File: src/rtl/midi_out_tx_if.sv
// midi_out_tx_if: message handshake bundle between a MIDI message source and midi_out_tx.
// master drives the message and msg_valid; slave returns msg_ready.
interface midi_out_tx_if;
  logic       msg_valid;
  logic       msg_ready;
  logic [7:0] msg_status;
  logic [7:0] msg_data1;
  logic [7:0] msg_data2;

  modport master (
    output msg_valid,
    output msg_status,
    output msg_data1,
    output msg_data2,
    input  msg_ready
  );

  modport slave (
    input  msg_valid,
    input  msg_status,
    input  msg_data1,
    input  msg_data2,
    output msg_ready
  );
endinterface

File: src/rtl/midi_out_tx.sv
// midi_out_tx: MIDI message serialiser, 8N1 frames on midi_txd (optional MIDI_TX_RUNNING_STATUS_EN).
// Latency: start bit from the cycle after accept; an L-byte message is busy for L*10*CLKS_PER_BIT cycles.
// Backpressure: msg_ready only in IDLE; msg_* inputs are ignored while a message is in flight.
module midi_out_tx #(
  parameter int CLKS_PER_BIT = 1600
) (
  input  logic         reg_clk,
  input  logic         reset_reg_N,
  midi_out_tx_if.slave msg,
  output logic         midi_txd,
  output logic         busy,
  output logic         byte_sent
);

  localparam int CW = (CLKS_PER_BIT > 1) ? $clog2(CLKS_PER_BIT) : 1;
  localparam logic [CW-1:0] BIT_RELOAD = CW'(CLKS_PER_BIT - 1);

  localparam logic [2:0] ST_IDLE  = 3'd0;
  localparam logic [2:0] ST_START = 3'd1;
  localparam logic [2:0] ST_DATA  = 3'd2;
  localparam logic [2:0] ST_STOP  = 3'd3;
  localparam logic [2:0] ST_DROP  = 3'd4;

  logic [2:0]      state;
  logic [CW-1:0]   bit_cnt;
  logic [2:0]      bit_idx;
  logic [1:0]      byte_idx;
  logic [1:0]      byte_cnt;
  logic [2:0][7:0] byte_buf;
  logic [7:0]      shift_q;
  logic            txd_q;

  logic            accept;
  logic [7:0]      data1_m;
  logic [7:0]      data2_m;
  logic [1:0]      full_len;
  logic            omit_status;
  logic [1:0]      load_len;
  logic [2:0][7:0] load_buf;
  logic [7:0]      cur_byte;
  logic            bit_end;
  logic            last_byte;

  function automatic logic [1:0] msg_len(input logic [7:0] s);
    logic [1:0] len;
    len = 2'd1;
    case (s[7:4])
      4'h8, 4'h9, 4'hA, 4'hB, 4'hE: len = 2'd3;
      4'hC, 4'hD:                   len = 2'd2;
      4'hF: begin
        case (s[3:0])
          4'h1, 4'h3: len = 2'd2;
          4'h2:       len = 2'd3;
          default:    len = 2'd1;
        endcase
      end
      default: len = 2'd1;
    endcase
    return len;
  endfunction

  assign accept = msg.msg_valid && (state == ST_IDLE);

`ifdef MIDI_TX_RUNNING_STATUS_EN
  // Remembers the last channel-voice status; system common/exclusive cancels it, real-time does not.
  logic [7:0] rs_status;
  logic       rs_vld;

  always_ff @(posedge reg_clk or negedge reset_reg_N) begin
    if (!reset_reg_N) begin
      rs_status <= 8'h00;
      rs_vld    <= 1'b0;
    end else if (accept && msg.msg_status[7]) begin
      if (msg.msg_status[7:4] != 4'hF) begin
        rs_status <= msg.msg_status;
        rs_vld    <= 1'b1;
      end else if (!msg.msg_status[3]) begin
        rs_vld    <= 1'b0;
      end
    end
  end
`endif

  always_comb begin
    data1_m     = msg.msg_data1 & 8'h7F;
    data2_m     = msg.msg_data2 & 8'h7F;
    full_len    = msg_len(msg.msg_status);
    omit_status = 1'b0;
`ifdef MIDI_TX_RUNNING_STATUS_EN
    omit_status = rs_vld && (msg.msg_status == rs_status) && (msg.msg_status[7:4] != 4'hF);
`endif
    if (omit_status) begin
      load_len = 2'(full_len - 2'd1);
      load_buf = {8'h00, data2_m, data1_m};
    end else begin
      load_len = full_len;
      load_buf = {data2_m, data1_m, msg.msg_status};
    end
  end

  assign cur_byte  = byte_buf[byte_idx];
  assign bit_end   = (bit_cnt == '0);
  assign last_byte = (2'(byte_idx + 2'd1) == byte_cnt);

  always_ff @(posedge reg_clk or negedge reset_reg_N) begin
    if (!reset_reg_N) begin
      state    <= ST_IDLE;
      bit_cnt  <= '0;
      bit_idx  <= 3'd0;
      byte_idx <= 2'd0;
      byte_cnt <= 2'd0;
      byte_buf <= '0;
      shift_q  <= 8'h00;
      txd_q    <= 1'b1;
    end else begin
      case (state)
        ST_IDLE: begin
          if (accept) begin
            if (!msg.msg_status[7]) begin
              state <= ST_DROP;
            end else begin
              state    <= ST_START;
              txd_q    <= 1'b0;
              bit_cnt  <= BIT_RELOAD;
              byte_idx <= 2'd0;
              byte_cnt <= load_len;
              byte_buf <= load_buf;
            end
          end
        end
        ST_DROP: begin
          state <= ST_IDLE;
        end
        ST_START: begin
          if (bit_end) begin
            state   <= ST_DATA;
            bit_cnt <= BIT_RELOAD;
            bit_idx <= 3'd0;
            txd_q   <= cur_byte[0];
            shift_q <= cur_byte >> 1;
          end else begin
            bit_cnt <= bit_cnt - 1'b1;
          end
        end
        ST_DATA: begin
          if (bit_end) begin
            bit_cnt <= BIT_RELOAD;
            if (bit_idx == 3'd7) begin
              state <= ST_STOP;
              txd_q <= 1'b1;
            end else begin
              bit_idx <= bit_idx + 3'd1;
              txd_q   <= shift_q[0];
              shift_q <= shift_q >> 1;
            end
          end else begin
            bit_cnt <= bit_cnt - 1'b1;
          end
        end
        ST_STOP: begin
          if (bit_end) begin
            // Next frame follows the stop bit directly, no idle gap inside a message.
            if (last_byte) begin
              state <= ST_IDLE;
            end else begin
              state    <= ST_START;
              byte_idx <= byte_idx + 2'd1;
              bit_cnt  <= BIT_RELOAD;
              txd_q    <= 1'b0;
            end
          end else begin
            bit_cnt <= bit_cnt - 1'b1;
          end
        end
        default: begin
          state <= ST_IDLE;
          txd_q <= 1'b1;
        end
      endcase
    end
  end

  assign msg.msg_ready = (state == ST_IDLE);
  assign busy          = (state != ST_IDLE);
  assign byte_sent     = (state == ST_STOP) && bit_end;
  assign midi_txd      = txd_q;

  a_line_idle_high: assert property (
    @(posedge reg_clk) disable iff (!reset_reg_N)
      ((state == ST_IDLE) || (state == ST_DROP)) |-> midi_txd
  );

  a_len_nonzero: assert property (
    @(posedge reg_clk) disable iff (!reset_reg_N)
      (state == ST_START) |-> (byte_cnt != 2'd0)
  );

endmodule

File: src/flat_wrapper.sv
// flat-port wrapper written by rule: the top's interface ports become plain ports
module midi_out_tx_flat 
#(
  parameter int CLKS_PER_BIT = 1600
)
  (reg_clk, reset_reg_N, midi_txd, busy, byte_sent, msg_msg_valid, msg_msg_status, msg_msg_data1, msg_msg_data2, msg_msg_ready);
  midi_out_tx_if msg_i ();
  input  logic reg_clk;
  input  logic reset_reg_N;
  output logic midi_txd;
  output logic busy;
  output logic byte_sent;
  input wire logic [$bits(msg_i.msg_valid)-1:0] msg_msg_valid;
  input wire logic [$bits(msg_i.msg_status)-1:0] msg_msg_status;
  input wire logic [$bits(msg_i.msg_data1)-1:0] msg_msg_data1;
  input wire logic [$bits(msg_i.msg_data2)-1:0] msg_msg_data2;
  output wire logic [$bits(msg_i.msg_ready)-1:0] msg_msg_ready;
  assign msg_i.msg_valid = msg_msg_valid;
  assign msg_i.msg_status = msg_msg_status;
  assign msg_i.msg_data1 = msg_msg_data1;
  assign msg_i.msg_data2 = msg_msg_data2;
  assign msg_msg_ready = msg_i.msg_ready;
  midi_out_tx #(.CLKS_PER_BIT(CLKS_PER_BIT)) u_core (.reg_clk(reg_clk), .reset_reg_N(reset_reg_N), .msg(msg_i), .midi_txd(midi_txd), .busy(busy), .byte_sent(byte_sent));
endmodule
File: config.mk
export PLATFORM = sky130hd
export DESIGN_NAME = midi_out_tx_flat
export DESIGN_NICKNAME = d
export VERILOG_FILES = /design/src/rtl/midi_out_tx_if.sv /design/src/rtl/midi_out_tx.sv /design/src/flat_wrapper.sv
export SDC_FILE = /design/constraint.sdc
export NUM_CORES = 1
export LEC_CHECK = 0
export BUFFER_PORTS_ARGS = -buffer_cell sky130_fd_sc_hd__buf_4
export CAP_MARGIN = 20
export CORE_ASPECT_RATIO = 1.1
export CORE_MARGIN = 5
export CORE_UTILIZATION = 58
export CTS_CLUSTER_SIZE = 24
export DETAILED_ROUTE_END_ITERATION = 8
export PLACE_DENSITY = 0.87
export SLEW_MARGIN = 25
export SYNTH_ARGS = -nofsm -noshare
export SYNTH_HDL_FRONTEND = slang
export SYNTH_SLANG_ARGS = --single-unit
File: constraint.sdc
create_clock -name reg_clk -period 2.2 [get_ports reg_clk]
set_input_delay 0.22 -clock reg_clk [delete_from_list [all_inputs] [get_ports reg_clk]]
set_output_delay 0.22 -clock reg_clk [all_outputs]
set_load 0.05 [all_outputs]
* After elaboration in Yosys (flattened, before gate mapping)
Cells that the tools add are included.
** Operators by class
- Add/subtract/negate cells :: 3
- Magnitude comparators :: 1
- Equality and inequality tests :: 26
- Multiplexer cells :: 39
- Bitwise gates (word level) :: 1
- Reductions and logical operators :: 18
** Operators by type and width (count)
- $mux 11 :: 5
- $pmux 11 s3 :: 1
- $eq 4x4->1 const B :: 8
- $mux 8 :: 4
- $mux 3 :: 9
- $bmux 8 s2 :: 1
- $pmux 8 s2 :: 1
- $pmux 3 s4 :: 1
- $logic_not 11->1 :: 1
- $sub 11x1->11 const B :: 1
- $ne 2x1->1 const B :: 5
- $reduce_and 5->1 :: 2
- $eq 4x2->1 const B :: 2
- $mux 1 :: 8
- $mux 2 :: 4
- $pmux 2 s2 :: 2
- $reduce_and 4->1 :: 2
- $reduce_and 7->1 :: 1
- $eq 3x2->1 const B :: 2
- $eq 3x3->1 const B :: 2
- $ne 2x2->1 const B :: 3
- $pmux 2 s3 :: 1
- $pmux 3 s2 :: 1
- $reduce_bool 3->1 :: 2
- other kinds (15) :: 19
** Storage, ports and cells
- Bits in registers :: 52
- Input port bits :: 27
- Output and inout bits :: 4
- Logic and storage cells :: 98

* Depth between registers and ports, before layout
Gate-level depths: netlist of run 1.
- Word-level depth :: 5
- Depth in mapped cells :: 7
- Depth with buffers taken out :: 6

* Worst setup path after synthesis of run 1
OpenSTA, ideal clock, no wires.
- Path type :: register to register
- From :: register u_core.state[1]
- To :: register u_core.byte_buf[16] (netlist bit)
- Setup time :: 0.125 ns
- Data arrival time :: 3.138 ns
- Data required time :: 2.075 ns
- Slack :: -1.063 ns
- Stages on the path, launching flop included :: 6
- Path buffers :: 1
- Clock period less this slack :: 3.263 ns
- Path through :: dfrtp_1 nor3_1 inv_1 nor2_1 buf_2 mux2_2
** On the way
- Cells in the longest elaborated chain, start to end :: 3
** RTL lines
- start: declaration :: line midi_out_tx.sv:24 : logic [2:0] state;
- start signal: assignment :: line midi_out_tx.sv:107 : state <= ST_IDLE;
- start signal: assignment :: line midi_out_tx.sv:120 : state <= ST_DROP;
- start signal: assignment :: line midi_out_tx.sv:122 : state <= ST_START;
- $logic_not 3->1 (*)
- net msg_msg_ready :: line flat_wrapper.sv:17 : output wire logic [$bits(msg_i.msg_ready)-1:0] msg_msg_ready;
- $logic_and 1x1->1 :: line midi_out_tx.sv:62 : assign accept = msg.msg_valid && (state == ST_IDLE);
- $reduce_and 3->1 (no line) (*)
- end signal: assignment :: line midi_out_tx.sv:127 : byte_buf <= load_buf;
- end: declaration :: line midi_out_tx.sv:29 : logic [2:0][7:0] byte_buf;
The timed path passes the listed nets; every way through them passes the cells marked *.
A chain may end at the register's enable or synchronous reset.

* Worst setup path after layout of run 1
- From :: register u_core.bit_cnt[1]
- To :: output port byte_sent
** On the way
- Cells in the longest elaborated chain, start to end :: 2
** RTL lines
- start: declaration :: line midi_out_tx.sv:25 : logic [CW-1:0] bit_cnt;
- start signal: assignment :: line midi_out_tx.sv:142 : bit_cnt <= bit_cnt - 1'b1;
- start signal: assignment :: line midi_out_tx.sv:157 : bit_cnt <= bit_cnt - 1'b1;
- start signal: assignment :: line midi_out_tx.sv:172 : bit_cnt <= bit_cnt - 1'b1;
- $logic_not 11->1 :: line midi_out_tx.sv:102 : assign bit_end = (bit_cnt == '0);
- $logic_and 1x1->1 :: line midi_out_tx.sv:185 : assign byte_sent = (state == ST_STOP) && bit_end;
- end: declaration :: line flat_wrapper.sv:12 : output logic byte_sent;
No other way between the ends.

==> results of run 1 <==
[worst max path at each step]
stage	startpoint	end	slack (ps)	cells after the start
6_report	u_core.bit_cnt[1]	byte_sent	120	7
2_1_floorplan	u_core.state[2]	u_core.byte_buf[16]	-90	5
4_1_cts	u_core.bit_cnt[0]	u_core.bit_cnt[4]	40	8
3_3_place_gp	u_core.bit_cnt[0]	u_core.shift_q[5]	30	6
5_1_grt	u_core.bit_cnt[1]	byte_sent	-70	7
3_5_place_dp	u_core.bit_cnt[0]	u_core.shift_q[6]	-30	6
[metrics by stage]
| stage | setup slack (ps) | TNS (ps) | hold slack (ps) |
|---|---|---|---|
| after floorplan | -93.65 | -1765 | -75.59 |
| after global placement | 34.91 | 0 | 278.5 |
| after detailed placement | -30.70 | -202.6 | 284.9 |
| after CTS | 37.84 | 0 | 75.29 |
| after global routing | -69.11 | -133.6 | 81.97 |
| final | 118.2 | 0 | 80.71 |
[cells in the mapped netlist (4+ instances only)]
| cell type | instances | area [sq um] |
|---|---|---|
| a21oi_1 | 12 | 60.06 |
| a2bb2oi_1 | 6 | 52.55 |
| a31oi_1 | 5 | 31.28 |
| buf_2 | 5 | 25.02 |
| clkbuf_1 | 4 | 15.01 |
| dfrtp_1 | 50 | 1251 |
| ha_1 | 4 | 50.05 |
| inv_1 | 7 | 26.28 |
| mux2_2 | 24 | 270.3 |
| mux2_4 | 7 | 105.1 |
| mux2i_1 | 9 | 90.09 |
| nand2_1 | 9 | 33.78 |
| nand2b_1 | 4 | 25.02 |
| nand3_1 | 4 | 20.02 |
| nor2_1 | 18 | 67.56 |
| nor3_1 | 5 | 25.02 |
| o21ai_0 | 8 | 40.04 |
| or3_1 | 4 | 25.02 |
[power breakdown]
group / switching (mW) / internal [mW]
Combinational: 0.624 / 0.646
Clock: 0.308 / 0.257
Sequential: 0.281 / 1.25
Total: 1.21 / 2.15
[cell families (layout without fill, tap and decap cells)]
logic type,count (synthesis),after routing,synth area share
and+or+nand+nor,63,64,0.1365
buffers and inverters,18,62,0.03091
muxes,40,40,0.1769
adders and majority gates,4,4,0.01902
DFF,51,51,0.4855
xor gates and xnor gates,2,2,0.006658
AOI/OAI and AO/OA,53,53,0.1446
[routing by layer]
| layer | part of all wire | wire length [microns] | GRT usage | up-vias |
|---|---|---|---|---|
| li1 | - | - | - | 946 |
| met1 | 0.42 | 2355 | 0.2638 | 1003 |
| met2 | 0.50 | 2757 | 0.3493 | 63 |
| met3 | 0.054 | 300 | 0.03504 | 13 |
| met4 | 0.025 | 139 | 0.07651 | 0 |
| met5 | 0 | 0 | 0 | - |
[layout by cell type (no fill, tap or decap), drive strengths merged, types with 2 or more instances in the layout]
master / instances
a211o: 2
and3: 2
nor2: 18
clkbuf: 6
clkinvlp: 2
a22o: 3
or3b: 2
nand3: 5
o21a: 3
nor2b: 2
a2bb2oi: 6
a21oi: 12
nand2b: 4
mux2i: 9
xor2: 2
ha: 4
buf: 46
o32a: 2
inv: 6
mux2: 31
o2bb2ai: 2
o21ai: 8
or3: 5
nand4: 2
a31oi: 5
nand2: 9
nor3: 6
dfrtp: 50
and4: 2
nor3b: 2
[layout make-up]
| type | count | share of cell area |
|---|---|---|
| inverters | 7 | 0.009524 |
| well taps | 54 | 0.02143 |
| clock buffers | 6 | 0.02619 |
| repair buffers | 47 | 0.1139 |
| multi-input cells | 163 | 0.4187 |
| flip-flops and latches | 51 | 0.4052 |
| clock inverters | 2 | 0.005159 |
[repair_timing]
action | in CTS | in global routing
setup buffers | 2 | 2
pin swaps | 0 | 2
cloned | 0 | 1
hold buffers | 1 | 0
gates resized for setup | 1 | 5
setup endpoints to repair | 10 | 17
endpoints found under the hold margin | 50 | 0
[flip-flops by register name, summed over array words and instances (netlist names)]
register and count:
u_core.bit_cnt 11, u_core.byte_idx 2, u_core.shift_q 7, u_core.midi_txd 1, u_core.state 3, u_core.bit_idx 3
u_core.byte_cnt 2, u_core.byte_buf 22
==> flow_summary.json, run 1 <==
{
  "status": "complete, no violations",
  "slew_viol_final": 0,
  "r2r_start": "u_core.bit_cnt[1]",
  "crit_path_max_incr_delay_ps": 420,
  "wirelength_microns": 5553,
  "crit_path_start_kind": "register",
  "syn2layout_area_growth_pct": 19.83,
  "diodes": 0,
  "drc": 0,
  "slew_headroom": 0.5885,
  "grt_pass1_wl_microns": 9397,
  "cellPowerDensity_nw_per_um2": 1067,
  "die-width_microns": 74.22,
  "fill_cells": 292,
  "r2r_setup_slack_ps": 150,
  "placed_area_sq_um": 2982,
  "rsz0062_at_grt": "yes",
  "clk_pin_slew_ps": 90,
  "power_mw": 3.363,
  "grt_remaining_overflow": 0,
  "path_cells": "inv_2 > ha_1 > nor4b_4 > nand4_1 > buf_4 > inv_1 > buf_6",
  "setup_viol": 0,
  "final_layout_size_suffix_gt1_frac": 0.3623,
  "clock.fmax_mhz": 480.4,
  "start_util": 0.6052,
  "syn_area_per_cell_sq_um": 11.39,
  "cap_violations": 0,
  "yosysSeqAreaShare": 0.4855,
  "clock_latency_ps": 300,
  "cp.arrival_ps": 1860,
  "vias_per_cell": 6.136,
  "synth.distinct_cells": 52,
  "port_buffers": 28,
  "vdd_drop_max_mv": 0.7637,
  "detailroute.via_count": 2025,
  "synth_edf_count": 0,
  "cts_buffers": 5,
  "whs_endpoint": "u_core.state[2]",
  "required_ps": 1980,
  "nets": 306,
  "hold_path_depth": 2,
  "h-tree-depth": 2,
  "final_cell_count_no_fill": 330,
  "holdCritStartpoint": "msg_msg_status[7]",
  "period_minus_slack_ps": 2082,
  "synth_nets": 262,
  "cp_max_fo": 4,
  "ios": 31,
  "cts-root-buf": "clkbuf_8",
  "antenna_found_initial": 0,
  "synthCells": 231,
  "globalplace.congestion": 0.8203,
  "final_area_sq_um": 3153,
  "worstSetupPathType": "reg2out",
  "path_delay_family": "simple AND/OR/NAND/NOR gates",
  "finalHoldViolCount": 0,
  "synth.yosys.warnings": 0,
  "synth_ff_type": "dfrtp_1",
  "cellLeakagePower_nw": 1.419,
  "worstMarginPinSlew_ps": 617.3,
  "path_buf_inv": 4,
  "grt_max_degree": 52,
  "first_pass_iters": 5,
  "cts_tree": "yes",
  "worstRegToRegCells": 7,
  "regArea_sq_um": 1277,
  "die_area_sq_um": 5985,
  "num_rows": 25,
  "multi_input_area_sq_um": 1320,
  "grtUsageTotal": 0.2069,
  "synthArstFlopShare": 1.000,
  "grt_pass1_vias": 2019,
  "fin_skew_ps": 3.673,
  "antenna_left": 0,
  "place.detailed.hpwl_microns": 3774,
  "coreArea_sq_um": 4348,
  "netlist_area_sq_um": 2631,
  "place_inst": 316,
  "finalCritPeriodShare": 0.9463,
  "cp_slowest_cell": "dfrtp_1",
  "die_h_microns": 80.64,
  "cts.sinks": 51,
  "synth_seq_cells": 51,
  "drt_iter0_markers": 288,
  "timing.rr.end": "u_core.shift_q[6]",
  "fin_util": 0.7252,
  "hold_class": "in2reg",
  "cp-end-kind": "primary output",
  "wire_per_inst_microns": 16.83,
  "cts_max_path_buffers": 2
}
(Power assumes the default switching activity.)
==> run 2, diff against run 1 <==
MAX_ROUTING_LAYER = met4   (was not set)
==> run 2 against run 1 <==
Clock skew barely moved. Critical path depth did not move. Highest routed layer unchanged. Sequential cell count did not move. Maximum frequency rose by 0.16%. Hold slack got worse by 2.7 ps. Utilization did not move. Largest power group unchanged. Non-clock buffer count did not move. Sequential power barely moved. Setup slack improved by 3.2 ps. Wire length rose by 1.0%. Final area did not move. Die area did not move.
==> flow_summary.json, run 2 (synthesized netlist as in run 1, its figures left out) <==
{
  "status": "complete, no violations",
  "grt_remaining_overflow": 0,
  "required_ps": 1980,
  "route.met2.wl_microns": 2767,
  "clk_pin_slew_ps": 90,
  "cts-root-buf": "clkbuf_8",
  "path_buf_inv": 4,
  "detailroute.via_count": 2032,
  "grt_pass1_vias": 2012,
  "timing.rr.end": "u_core.shift_q[6]",
  "h-tree-depth": 2,
  "cp.arrival_ps": 1860,
  "slew_viol_final": 0,
  "crit_path_start": "u_core.bit_cnt[1]",
  "worstRegToRegCells": 7,
  "worstSetupEndpoint": "byte_sent",
  "start_util": 0.6052,
  "final_layout_size_suffix_gt1_frac": 0.3623,
  "cts.sinks": 51,
  "cap_violations": 0,
  "final_area_sq_um": 3153,
  "hold_class": "in2reg",
  "grt_pass1_wl_microns": 9384,
  "worstMarginPinSlew_ps": 623.0,
  "slew_headroom": 0.5847,
  "cellPowerDensity_nw_per_um2": 1069,
  "r2r_setup_slack_ps": 150,
  "place.detailed.hpwl_microns": 3774,
  "finalCritPeriodShare": 0.9448,
  "syn2layout_area_growth_pct": 19.83,
  "postLayoutSetupSlackWorst_ps": 121.5,
  "antenna_left": 0,
  "holdWs_ps": 78.00,
  "reg_top3": "u_core.byte_buf x22, u_core.bit_cnt x11, u_core.shift_q x7",
  "fin_tns_setup_ps": 0,
  "path_delay_family": "simple AND/OR/NAND/NOR gates",
  "setup_viol": 0,
  "fin_skew_ps": 4.167,
  "grt_max_degree": 52,
  "rsz0062_at_grt": "yes",
  "wirelength_microns": 5609,
  "cp_slowest_cell": "dfrtp_1",
  "die_h_microns": 80.64,
  "period_minus_slack_ps": 2079,
  "wl_met3_microns": 328,
  "finalHoldViolCount": 0,
  "cts_buffers": 5,
  "largest_reg_flops": 22,
  "die-width_microns": 74.22,
  "nets": 306,
  "clock_latency_ps": 300,
  "drt-met1-wl_microns": 2372,
  "crit_path_max_incr_delay_ps": 420,
  "cp_max_fo": 4,
  "worstSetupPathType": "reg2out",
  "vias_per_cell": 6.158,
  "ios": 31,
  "coreArea_sq_um": 4348,
  "drt_iter0_markers": 243,
  "cts_tree": "yes",
  "drc": 0,
  "cellLeakagePower_nw": 1.419,
  "antenna_found_initial": 0,
  "clock.fmax_mhz": 481.1,
  "mostFrequentLayoutCell": "dfrtp_1",
  "fin_util": 0.7252,
  "diodes": 0,
  "num_rows": 25,
  "cts_max_path_buffers": 2,
  "r2r_start": "u_core.bit_cnt[1]",
  "globalplace.congestion": 0.8326,
  "path_cells": "inv_2 > ha_1 > nor4b_4 > nand4_1 > buf_4 > inv_1 > buf_6",
  "placed_area_sq_um": 2982,
  "path_depth": 7,
  "wire_per_inst_microns": 17.00,
  "final_cell_mix": "dfrtp_1 (50), buf_4 (45), mux2_2 (24), nor2_1 (17), a21oi_1 (12)",
  "crit_path_start_kind": "register",
  "first_pass_iters": 4,
  "vdd_drop_max_mv": 0.7637,
  "top_register": "u_core.byte_buf",
  "grtUsageTotal": 0.2121,
  "die_area_sq_um": 5985,
  "pre_cts_slack_ps": -30.70,
  "cp-end-kind": "primary output",
  "top_layer": "met4",
  "port_buffers": 28
}
## run 2: cell counts in the layout (fill, tap and decap cells not counted)
Identical to the previous run, type by type.
## run 2: cell type report
cell class                 count  area (sq um)
timing repair buffer          47         359.1
multi-input combinational    163          1320
tap                           54         67.56
inverter                       7         30.03
sequential                    51          1277
clock inverter                 2         16.27
fill                         292          1195
clock buffer                   6         82.58
## run 2: how the worst min path moves through the flow
stage / start / end / slack (ps) / cells past startpoint
4_1_cts: msg_msg_status[7] / u_core.state[2] / 80 / 2
3_3_place_gp: reset_reg_N / u_core.bit_cnt[2] / 280 / 1
2_1_floorplan: reset_reg_N / u_core.bit_cnt[0] / -80 / 0
6_report: msg_msg_status[7] / u_core.state[2] / 80 / 2
3_5_place_dp: reset_reg_N / u_core.byte_buf[16] / 280 / 1
5_1_grt: msg_msg_status[7] / u_core.state[2] / 80 / 2
## run 2: report_power, final
group | internal, mW | switching (mW)
registers | 1.25 | 0.284
logic | 0.646 | 0.627
clock network | 0.257 | 0.309
total | 2.15 | 1.22
## run 2: metrics by stage
stage                     cells  power, mW
final                       330      3.369
after global routing        330      3.576
after CTS                   327      3.341
after detailed placement    316      2.749
after global placement      316      2.683
after floorplan             231      2.369
## run 2: what timing repair did
item                       CTS  global route
buffers inserted             2             2
gates cloned                 0             1
setup endpoints to repair   10            17
pin swaps                    0             2
hold endpoints to repair    50             0
hold buffers                 1             0
gates resized for setup      1             5
## run 2: layer usage
| metal | vias to the layer above | GRT usage |
|---|---|---|
| met4 | 0 | 0.07651 |
| li1 | 948 | - |
| met5 | - | - |
| met3 | 14 | 0.03379 |
| met2 | 69 | 0.3475 |
| met1 | 1001 | 0.2654 |
